<file path="src/rtl/key_char_arbiter_if.sv">
// Character handshake bundle between the two sources, the arbiter and the shared sink.
// The master side is the sources and the sink; the slave side is the arbiter.
interface key_char_arbiter_if;
  logic       kbd_valid;
  logic [7:0] kbd_data;
  logic       uart_valid;
  logic [7:0] uart_data;
  logic       out_valid;
  logic [7:0] out_data;
  logic       out_src;
  logic       out_ready;
  logic       kbd_full;
  logic       uart_full;
  logic [7:0] drop_count;

  modport master (
    output kbd_valid, kbd_data, uart_valid, uart_data, out_ready,
    input  out_valid, out_data, out_src, kbd_full, uart_full, drop_count
  );

  modport slave (
    input  kbd_valid, kbd_data, uart_valid, uart_data, out_ready,
    output out_valid, out_data, out_src, kbd_full, uart_full, drop_count
  );
endinterface

</file>
<file path="src/rtl/key_char_arbiter.sv">
// Two per-source character FIFOs (0=keyboard, 1=UART), drained round-robin into one
// registered valid/ready output stage; overflow drops are counted with saturation.
module key_char_arbiter #(
  parameter int unsigned DEPTH = 4,
  parameter int unsigned PTR_W = 2
) (
  input logic               clk,
  input logic               reset,
  key_char_arbiter_if.slave s_if
);
  localparam int unsigned CNT_W = PTR_W + 1;
  localparam logic [CNT_W-1:0] LP_FULL    = CNT_W'(DEPTH);
  localparam logic [CNT_W-1:0] LP_CNT_ONE = CNT_W'(1);
  localparam logic [PTR_W-1:0] LP_PTR_ONE = PTR_W'(1);

  logic [7:0]       r_mem [2][DEPTH];
  logic [PTR_W-1:0] r_wptr [2];
  logic [PTR_W-1:0] r_rptr [2];
  logic [CNT_W-1:0] r_cnt [2];
  logic [1:0]       r_full;
  logic             r_out_valid;
  logic [7:0]       r_out_data;
  logic             r_out_src;
  logic             r_last_grant;
  logic [7:0]       r_drop;

  logic [1:0]       w_in_valid;
  logic [7:0]       w_in_data [2];
  logic [1:0]       w_nonempty;
  logic [1:0]       w_at_full;
  logic [1:0]       w_push;
  logic [1:0]       w_ovf;
  logic [1:0]       w_pop;
  logic [CNT_W-1:0] w_cnt_nxt [2];
  logic             w_slot_free;
  logic             w_grant;
  logic             w_pop_any;
  logic [7:0]       w_head;
  logic [8:0]       w_drop_sum;

  always_comb begin
    w_in_valid   = {s_if.uart_valid, s_if.kbd_valid};
    w_in_data[0] = s_if.kbd_data;
    w_in_data[1] = s_if.uart_data;
    for (int s = 0; s < 2; s++) begin
      w_nonempty[s] = (r_cnt[s] != '0);
      w_at_full[s]  = (r_cnt[s] == LP_FULL);
      // NUL bytes are ignored outright; fullness is judged before any same-edge pop.
      w_push[s]     = w_in_valid[s] && (w_in_data[s] != 8'h00) && !w_at_full[s];
      w_ovf[s]      = w_in_valid[s] && (w_in_data[s] != 8'h00) && w_at_full[s];
    end

    w_slot_free = !r_out_valid || s_if.out_ready;
    if (&w_nonempty) w_grant = ~r_last_grant;
    else             w_grant = w_nonempty[1];
    w_pop_any = w_slot_free && (|w_nonempty);
    w_pop     = {w_pop_any && w_grant, w_pop_any && !w_grant};
    w_head    = r_mem[w_grant][r_rptr[w_grant]];

    for (int s = 0; s < 2; s++) begin
      unique case ({w_push[s], w_pop[s]})
        2'b10:   w_cnt_nxt[s] = r_cnt[s] + LP_CNT_ONE;
        2'b01:   w_cnt_nxt[s] = r_cnt[s] - LP_CNT_ONE;
        default: w_cnt_nxt[s] = r_cnt[s];
      endcase
    end

    w_drop_sum = {1'b0, r_drop} + {8'd0, w_ovf[0]} + {8'd0, w_ovf[1]};
  end

  always_ff @(posedge clk) begin
    for (int s = 0; s < 2; s++) begin
      if (w_push[s]) r_mem[s][r_wptr[s]] <= w_in_data[s];
    end
  end

  always_ff @(posedge clk) begin
    if (reset) begin
      for (int s = 0; s < 2; s++) begin
        r_wptr[s] <= '0;
        r_rptr[s] <= '0;
        r_cnt[s]  <= '0;
      end
      r_full       <= 2'b00;
      r_out_valid  <= 1'b0;
      r_out_data   <= 8'h00;
      r_out_src    <= 1'b0;
      r_last_grant <= 1'b1;
      r_drop       <= 8'h00;
    end else begin
      for (int s = 0; s < 2; s++) begin
        if (w_push[s]) r_wptr[s] <= r_wptr[s] + LP_PTR_ONE;
        if (w_pop[s])  r_rptr[s] <= r_rptr[s] + LP_PTR_ONE;
        r_cnt[s]  <= w_cnt_nxt[s];
        r_full[s] <= (w_cnt_nxt[s] == LP_FULL);
      end
      r_drop <= w_drop_sum[8] ? 8'hFF : w_drop_sum[7:0];
      if (w_pop_any) begin
        r_out_valid  <= 1'b1;
        r_out_data   <= w_head;
        r_out_src    <= w_grant;
        r_last_grant <= w_grant;
      end else if (w_slot_free) begin
        r_out_valid <= 1'b0;
      end
    end
  end

  assign s_if.out_valid  = r_out_valid;
  assign s_if.out_data   = r_out_data;
  assign s_if.out_src    = r_out_src;
  assign s_if.kbd_full   = r_full[0];
  assign s_if.uart_full  = r_full[1];
  assign s_if.drop_count = r_drop;
endmodule

</file>
<file path="src/flat_wrapper.sv">
// flat-port wrapper written by rule: the top's interface ports become plain ports
module key_char_arbiter_flat 
#(
  parameter int unsigned DEPTH = 4,
  parameter int unsigned PTR_W = 2
)
  (clk, reset, s_if_kbd_valid, s_if_kbd_data, s_if_uart_valid, s_if_uart_data, s_if_out_ready, s_if_out_valid, s_if_out_data, s_if_out_src, s_if_kbd_full, s_if_uart_full, s_if_drop_count);
  key_char_arbiter_if s_if_i ();
  input logic clk;
  input logic reset;
  input wire logic [$bits(s_if_i.kbd_valid)-1:0] s_if_kbd_valid;
  input wire logic [$bits(s_if_i.kbd_data)-1:0] s_if_kbd_data;
  input wire logic [$bits(s_if_i.uart_valid)-1:0] s_if_uart_valid;
  input wire logic [$bits(s_if_i.uart_data)-1:0] s_if_uart_data;
  input wire logic [$bits(s_if_i.out_ready)-1:0] s_if_out_ready;
  output wire logic [$bits(s_if_i.out_valid)-1:0] s_if_out_valid;
  output wire logic [$bits(s_if_i.out_data)-1:0] s_if_out_data;
  output wire logic [$bits(s_if_i.out_src)-1:0] s_if_out_src;
  output wire logic [$bits(s_if_i.kbd_full)-1:0] s_if_kbd_full;
  output wire logic [$bits(s_if_i.uart_full)-1:0] s_if_uart_full;
  output wire logic [$bits(s_if_i.drop_count)-1:0] s_if_drop_count;
  assign s_if_i.kbd_valid = s_if_kbd_valid;
  assign s_if_i.kbd_data = s_if_kbd_data;
  assign s_if_i.uart_valid = s_if_uart_valid;
  assign s_if_i.uart_data = s_if_uart_data;
  assign s_if_i.out_ready = s_if_out_ready;
  assign s_if_out_valid = s_if_i.out_valid;
  assign s_if_out_data = s_if_i.out_data;
  assign s_if_out_src = s_if_i.out_src;
  assign s_if_kbd_full = s_if_i.kbd_full;
  assign s_if_uart_full = s_if_i.uart_full;
  assign s_if_drop_count = s_if_i.drop_count;
  key_char_arbiter #(.DEPTH(DEPTH), .PTR_W(PTR_W)) u_core (.clk(clk), .reset(reset), .s_if(s_if_i));
endmodule
</file>
<file path="config.mk">
export PLATFORM = sky130hd
export DESIGN_NAME = key_char_arbiter_flat
export DESIGN_NICKNAME = d
export VERILOG_FILES = /design/src/rtl/key_char_arbiter_if.sv /design/src/rtl/key_char_arbiter.sv /design/src/flat_wrapper.sv
export SDC_FILE = /design/constraint.sdc
export NUM_CORES = 1
export LEC_CHECK = 0
export CAP_MARGIN = 20
export CORE_ASPECT_RATIO = 0.6
export CORE_MARGIN = 8
export CORE_UTILIZATION = 55
export CTS_BUF_LIST = sky130_fd_sc_hd__clkbuf_16
export CTS_CLUSTER_DIAMETER = 30
export DETAILED_ROUTE_END_ITERATION = 7
export PLACE_DENSITY = 0.85
export SLEW_MARGIN = 0
export SYNTH_ARGS = -nofsm -noshare
export SYNTH_HDL_FRONTEND = slang
export SYNTH_SLANG_ARGS = --single-unit
export TNS_END_PERCENT = 20
</file>
<file path="constraint.sdc">
create_clock -name clk -period 3.49 [get_ports clk]
set_input_delay 0.698 -clock clk [delete_from_list [all_inputs] [get_ports clk]]
set_output_delay 0.698 -clock clk [all_outputs]
set_load 0.01 [all_outputs]
</file>
# Word-level counts from Yosys, hierarchy flattened
# Memory sizes are Yosys's and may differ from the RTL's.
# Cells that the tools add are included.
[word_totals] ff_bits=21 mem_bits_rw=78 out_inout_bits=20 wordCells=102 mem_count=4
[classes] n_addsub=10 order_cmp=5 eq_ne=8 mux=36 n_bitwise=10 n_reduce_logical=23
[mem_list] name="u_core.r_mem" words=2 width=32 rd=1 rd_clocked_by_memory_dff=0 wr=2 line_no="key_char_arbiter.sv:16" text="logic [7:0] r_mem [2][DEPTH];"
[mem_list] name="u_core.r_cnt" words=2 width=3 rd=2 rd_clocked_by_memory_dff=0 wr=2 line_no="key_char_arbiter.sv:19" text="logic [CNT_W-1:0] r_cnt [2];"
[mem_list] name="u_core.r_rptr" words=2 width=2 rd=3 rd_clocked_by_memory_dff=0 wr=2 line_no="key_char_arbiter.sv:18" text="logic [PTR_W-1:0] r_rptr [2];"
[mem_list] name="u_core.r_wptr" words=2 width=2 rd=2 rd_clocked_by_memory_dff=0 wr=2 line_no="key_char_arbiter.sv:17" text="logic [PTR_W-1:0] r_wptr [2];"
[ops] op="$mux 32" count=2
[ops] op="$mux 8" count=5
[ops] op="$demux 8 s2" count=2
[ops] op="$mux 1" count=18
[ops] op="$bmux 8 s2" count=1
[ops] op="$reduce_bool 8->1" count=2
[ops] op="$eq 3x3->1 const B" count=4
[ops] op="$pmux 3 s2" count=2
[ops] op="$logic_and 1x1->1" count=11
[ops] op="$add 8x1->9" count=1
[ops] op="$add 9x1->9" count=1
[ops] op="$ge 3x3->1 const B" count=3
[ops] op="$not 2->3" count=3
[ops] op="$add 2x1->2 const B" count=4
[ops] op="$mux 2" count=4
[ops] op="$add 3x1->3 const B" count=2
[ops] op="$lt 3x1->1 const B" count=2
[ops] op="$mux 3" count=2
[ops] op="$or 1x1->1" count=6
[ops] op="$reduce_bool 3->1" count=2
[ops] op="$sub 3x1->3 const B" count=2
[ops] op="$eq 2x1->1 const B" count=2
[ops] op="$eq 2x2->1 const B" count=2
[ops] op="$logic_not 1->1" count=4
[ops] op="other kinds (5)" count=5

# Longest topological paths before layout
# Gate-level depths: netlist of run 1.
[logic_depth] ltp_word=9 mapped_depth=11 ltp_nobuf=11

# Least setup slack after synthesis of run 1
# No wires, ideal clock.
[synth_timing] path_kind="input -> register" start="input port s_if_uart_data[5]" end="register u_core.r_drop[0], in the netlist u_core.s_if.drop_count[0]" setup_time_ps=132 arrival_time_ps=2557 slack_ps=801 cell_stages=9 path_cell_list="or4_1 o2111ai_1 fa_1 inv_1 ha_1 and3_1 and3_1 nand3_1 a21oi_1"
[synth_via] elab_chain_cells=5
[synth_lines] element="start, declared" line_no="flat_wrapper.sv:14" text="input wire logic [$bits(s_if_i.uart_data)-1:0] s_if_uart_data;"
[synth_lines] element="$reduce_bool 8->1" line_no="key_char_arbiter.sv:50" text="w_ovf[s] = w_in_valid[s] && (w_in_data[s] != 8'h00) && w_at_full[s];"
[synth_lines] element="$logic_and 1x1->1 (2 in a row)" line_no="key_char_arbiter.sv:50"
[synth_lines] element="$add 9x1->9" line_no="key_char_arbiter.sv:68" text="w_drop_sum = {1'b0, r_drop} + {8'd0, w_ovf[0]} + {8'd0, w_ovf[1]};"
[synth_lines] element="$mux 8" line_no="key_char_arbiter.sv:97" text="r_drop <= w_drop_sum[8] ? 8'hFF : w_drop_sum[7:0];"
[synth_lines] element="end signal, assigned" line_no="key_char_arbiter.sv:97"
[synth_lines] element="end, declared" line_no="key_char_arbiter.sv:25" text="logic [7:0] r_drop;"
# No other way between the ends.
# A chain may end at the register's enable or synchronous reset.

# Worst setup path after layout of run 1
# Ends and elaborated chain as after synthesis.

==> out/metrics.cfg, run 1 <==
[yosys]
yosys_warnings=0
ys_async_sr_fraction_pct=0
synth.largest_area_cell=edfxtp_1
synth_edf_count=72
synth_top_cell_area_share_pct=51.55
synthTopCellsByArea=edfxtp_1, dfxtp_1, mux4_2
synth-main-ff-cell=edfxtp_1
yosys-top-cells-count=edfxtp_1, dfxtp_1, nor2_1, inv_1, mux4_2
synth.most_common_cell=edfxtp_1
ys_ff_latch=99
ys_types=37
syn_nets=319
seq_area_frac_synth_pct=64.44
syn_area_per_cell_um2=14.77
syn_area_um2=4194
synth_cells=284

[pwr]
pwr-share-clk_pct=24.7
p_int_mw=2.657
switching_power_mw=1.303
p_seq_share_pct=42.5
combPwrFrac_pct=32.8
leakagePower_nw=1.756
power.density_nw_per_um2=791.2
vdd_drop_max_uv=430.9
sw_frac_of_total_pct=32.90

[routing]
vias=2455
ant_nets=0
routed_wl_um=8126
firstDrtPassIters=4
drc=0
drt-initial-drc-count=197
avgViaCountPerCell=5.592
drt-wirelength-per-cell_um=18.51

[worst_hold_path]
hold_class=reg -> reg

[job]
maxCapViolations=0

[worst_setup_path]
cp_common_cell=and3_1
endpoint_kind=flop
r2r_cells=9
critical_path.max_stage_delay_ns=0.62
critical_path_required_ns=3.72
cp_data_arrival_time_ns=3.37
startpoint=s_if_uart_data[5]
regToRegSetupSlack_ns=0.83
crit_type=in -> reg
crit_slowest_cell=or4_1
crit_end=u_core.s_if.drop_count[0]
regToRegEndpoint=u_core.r_full[0]
crit_chain=clkdlybuf4s50_1 -> or4_1 -> o2111ai_1 -> fa_1 -> inv_1 -> ha_1 -> and3_1 -> and3_1 -> nand3_1 -> a21oi_1
cp-start-kind=input port
critPathMaxFanout=6
r2r_start=u_core.r_cnt[0][3]

[clock_tree]
clk_pin_slew_ns=0.06
clk_latency_ns=0.35
cts.sinks=99
cts_tree=done
root_buffer=clkbuf_16
cts.path.max_buffers=2
cts_setup_buffers=0
htree_levels=3
hold_buffers=0
cts_buffers=9
ctsResizeCount=0

[global_routing]
grt_pass1_vias=2594
track_usage_pct=15.87
grt_max_degree=17
grt_pass1_wl_um=13120
grt_antenna_before_repair=0
grt_overflow=0

[timing]
rsz0062_at_grt=false
hold_violations=0
period_minus_slack_ns=3.135
fmax_ghz=0.3189
relSlewSlack_pct=58.37
worst_slew_pin_slew_ns=0.6245
fin_setup_tns_ns=0
setup_viol=0
finalMaxSlewViolations=0
setup_ws_ns=0.3545
skew_ns=0.006404
period_share_pct=89.84
timing.hold.ws_ns=0.4596

[die]
start_util_pct=57.24
rows=24
die_y_um=83.64
ios=41
fp.dieArea_um2=10770
die_width_um=128.7
coreArea_um2=7327

[layout]
n_antenna_cell=0
areaGrowthSynthToFinish_pct=19.33
drive_above_1_share_pct=14.63
nNetsFinal=365
final_cells=439
fillers=515
final_util_pct=68.31

[place]
dp_hpwl_um=5786
portBuffers=40
dp_slack_ns=-0.007019
post-place-cells=423
gp_congestion=0.7609

[status]
status=finished clean

==> cells by family after synthesis <==
logic type                 Yosys count  share of synthesized area (%)
muxes                               17                          8.831
DFF                                 99                          64.44
adders and majority gates           14                          4.714
and+or+nand+nor                     80                          9.517
buffers and inverters               30                          3.162
AOI/OAI and AO/OA                   32                          6.832
xor gates and xnor gates            12                          2.506
==> state kept, by name, summed over array words and instances, names as in the netlist <==
signal,flops
u_core.r_last_grant,1
u_core.s_if.out_data,8
u_core.s_if.out_src,1
u_core.s_if.out_valid,1
u_core.r_full,2
u_core.r_cnt,6
u_core.r_rptr,4
u_core.r_mem,64
u_core.s_if.drop_count,8
u_core.r_wptr,4
==> critical path: cells and delay by family <==
family,cells,cell delay [ns]
buf+inv,2,0.52
compound gates,2,0.41
simple gates,4,1.26
fa+ha+maj,2,0.47
==> power by group through the flow <==
stage	Combinational (mW)	Sequential, mW	Clock, mW
floorplan	1.04	1.61	0
global placement	1.24	1.70	0
detailed placement	1.29	1.71	0
CTS	1.30	1.69	0.993
global route	1.42	1.72	1.03
finish	1.30	1.68	0.979
==> layout make-up <==
type	count	area, µm²	share of cell area (%)
clock buffer	9	225.2	4.500
clock inverter	7	67.56	1.350
inverter	18	67.56	1.350
multi-input combinational	155	1359	27.15
sequential	99	2703	54.00
tap	104	130.1	2.600
timing repair buffer	47	452.9	9.050
==> metal layers <==
layer	wire [µm]	track usage (%)	vias up
met4	73	5.620	0
met2	3827	23.89	85
li1	-	-	1147
met5	0	0	-
met1	3660	20.85	1216
met3	563	5.421	7
==> layout by cell type (no fill, tap or decap), types with 2 or more instances in the layout <==
cell type,n
mux4_2,16
xor2_1,6
a21oi_1,11
a22oi_1,2
ha_1,11
fa_1,3
nand2b_1,5
a21o_1,2
clkdlybuf4s50_1,40
inv_1,17
o21ai_1,2
nand2_1,12
o2111ai_1,2
or3_1,2
edfxtp_1,72
inv_6,2
a211oi_1,2
dfxtp_1,27
a311oi_2,8
clkinv_1,2
buf_4,7
and2_1,8
nor3_1,7
inv_2,2
or4_1,4
xnor2_1,6
and3_1,3
nor2b_1,3
clkbuf_16,9
nor2_1,23
nand3_1,10
==> worst min path at each step <==
stage / from / end / slack, ns / cells past startpoint
5_1_grt: u_core.r_last_grant / u_core.r_last_grant / 0.48 / 1
3_5_place_dp: u_core.r_last_grant / u_core.r_last_grant / 0.45 / 1
2_1_floorplan: u_core.r_last_grant / u_core.r_last_grant / 0.43 / 1
4_1_cts: u_core.r_last_grant / u_core.r_last_grant / 0.46 / 1
3_3_place_gp: u_core.r_last_grant / u_core.r_last_grant / 0.44 / 1
6_report: u_core.r_last_grant / u_core.r_last_grant / 0.46 / 1
==> stage by stage <==
step                cell area, µm²  power [mW]
finish                        5005       3.960
CTS                           5005       3.987
floorplan                     4194       2.649
global placement              4712       2.941
detailed placement            4712       3.001
global route                  5005       4.172
Power figures use the tool's default switching activity.
==> inputs of run 2 (changes only) <==
--- a/config.mk
+++ b/config.mk
@@ -12,6 +12,7 @@
 export CTS_BUF_LIST = sky130_fd_sc_hd__clkbuf_16
 export CTS_CLUSTER_DIAMETER = 30
 export DETAILED_ROUTE_END_ITERATION = 7
+export GPL_ROUTABILITY_DRIVEN = 0
 export PLACE_DENSITY = 0.85
 export SLEW_MARGIN = 0
 export SYNTH_ARGS = -nofsm -noshare
==> results of run 2 <==
No change in the layout: final DEF, timing and power equal those of run 1.
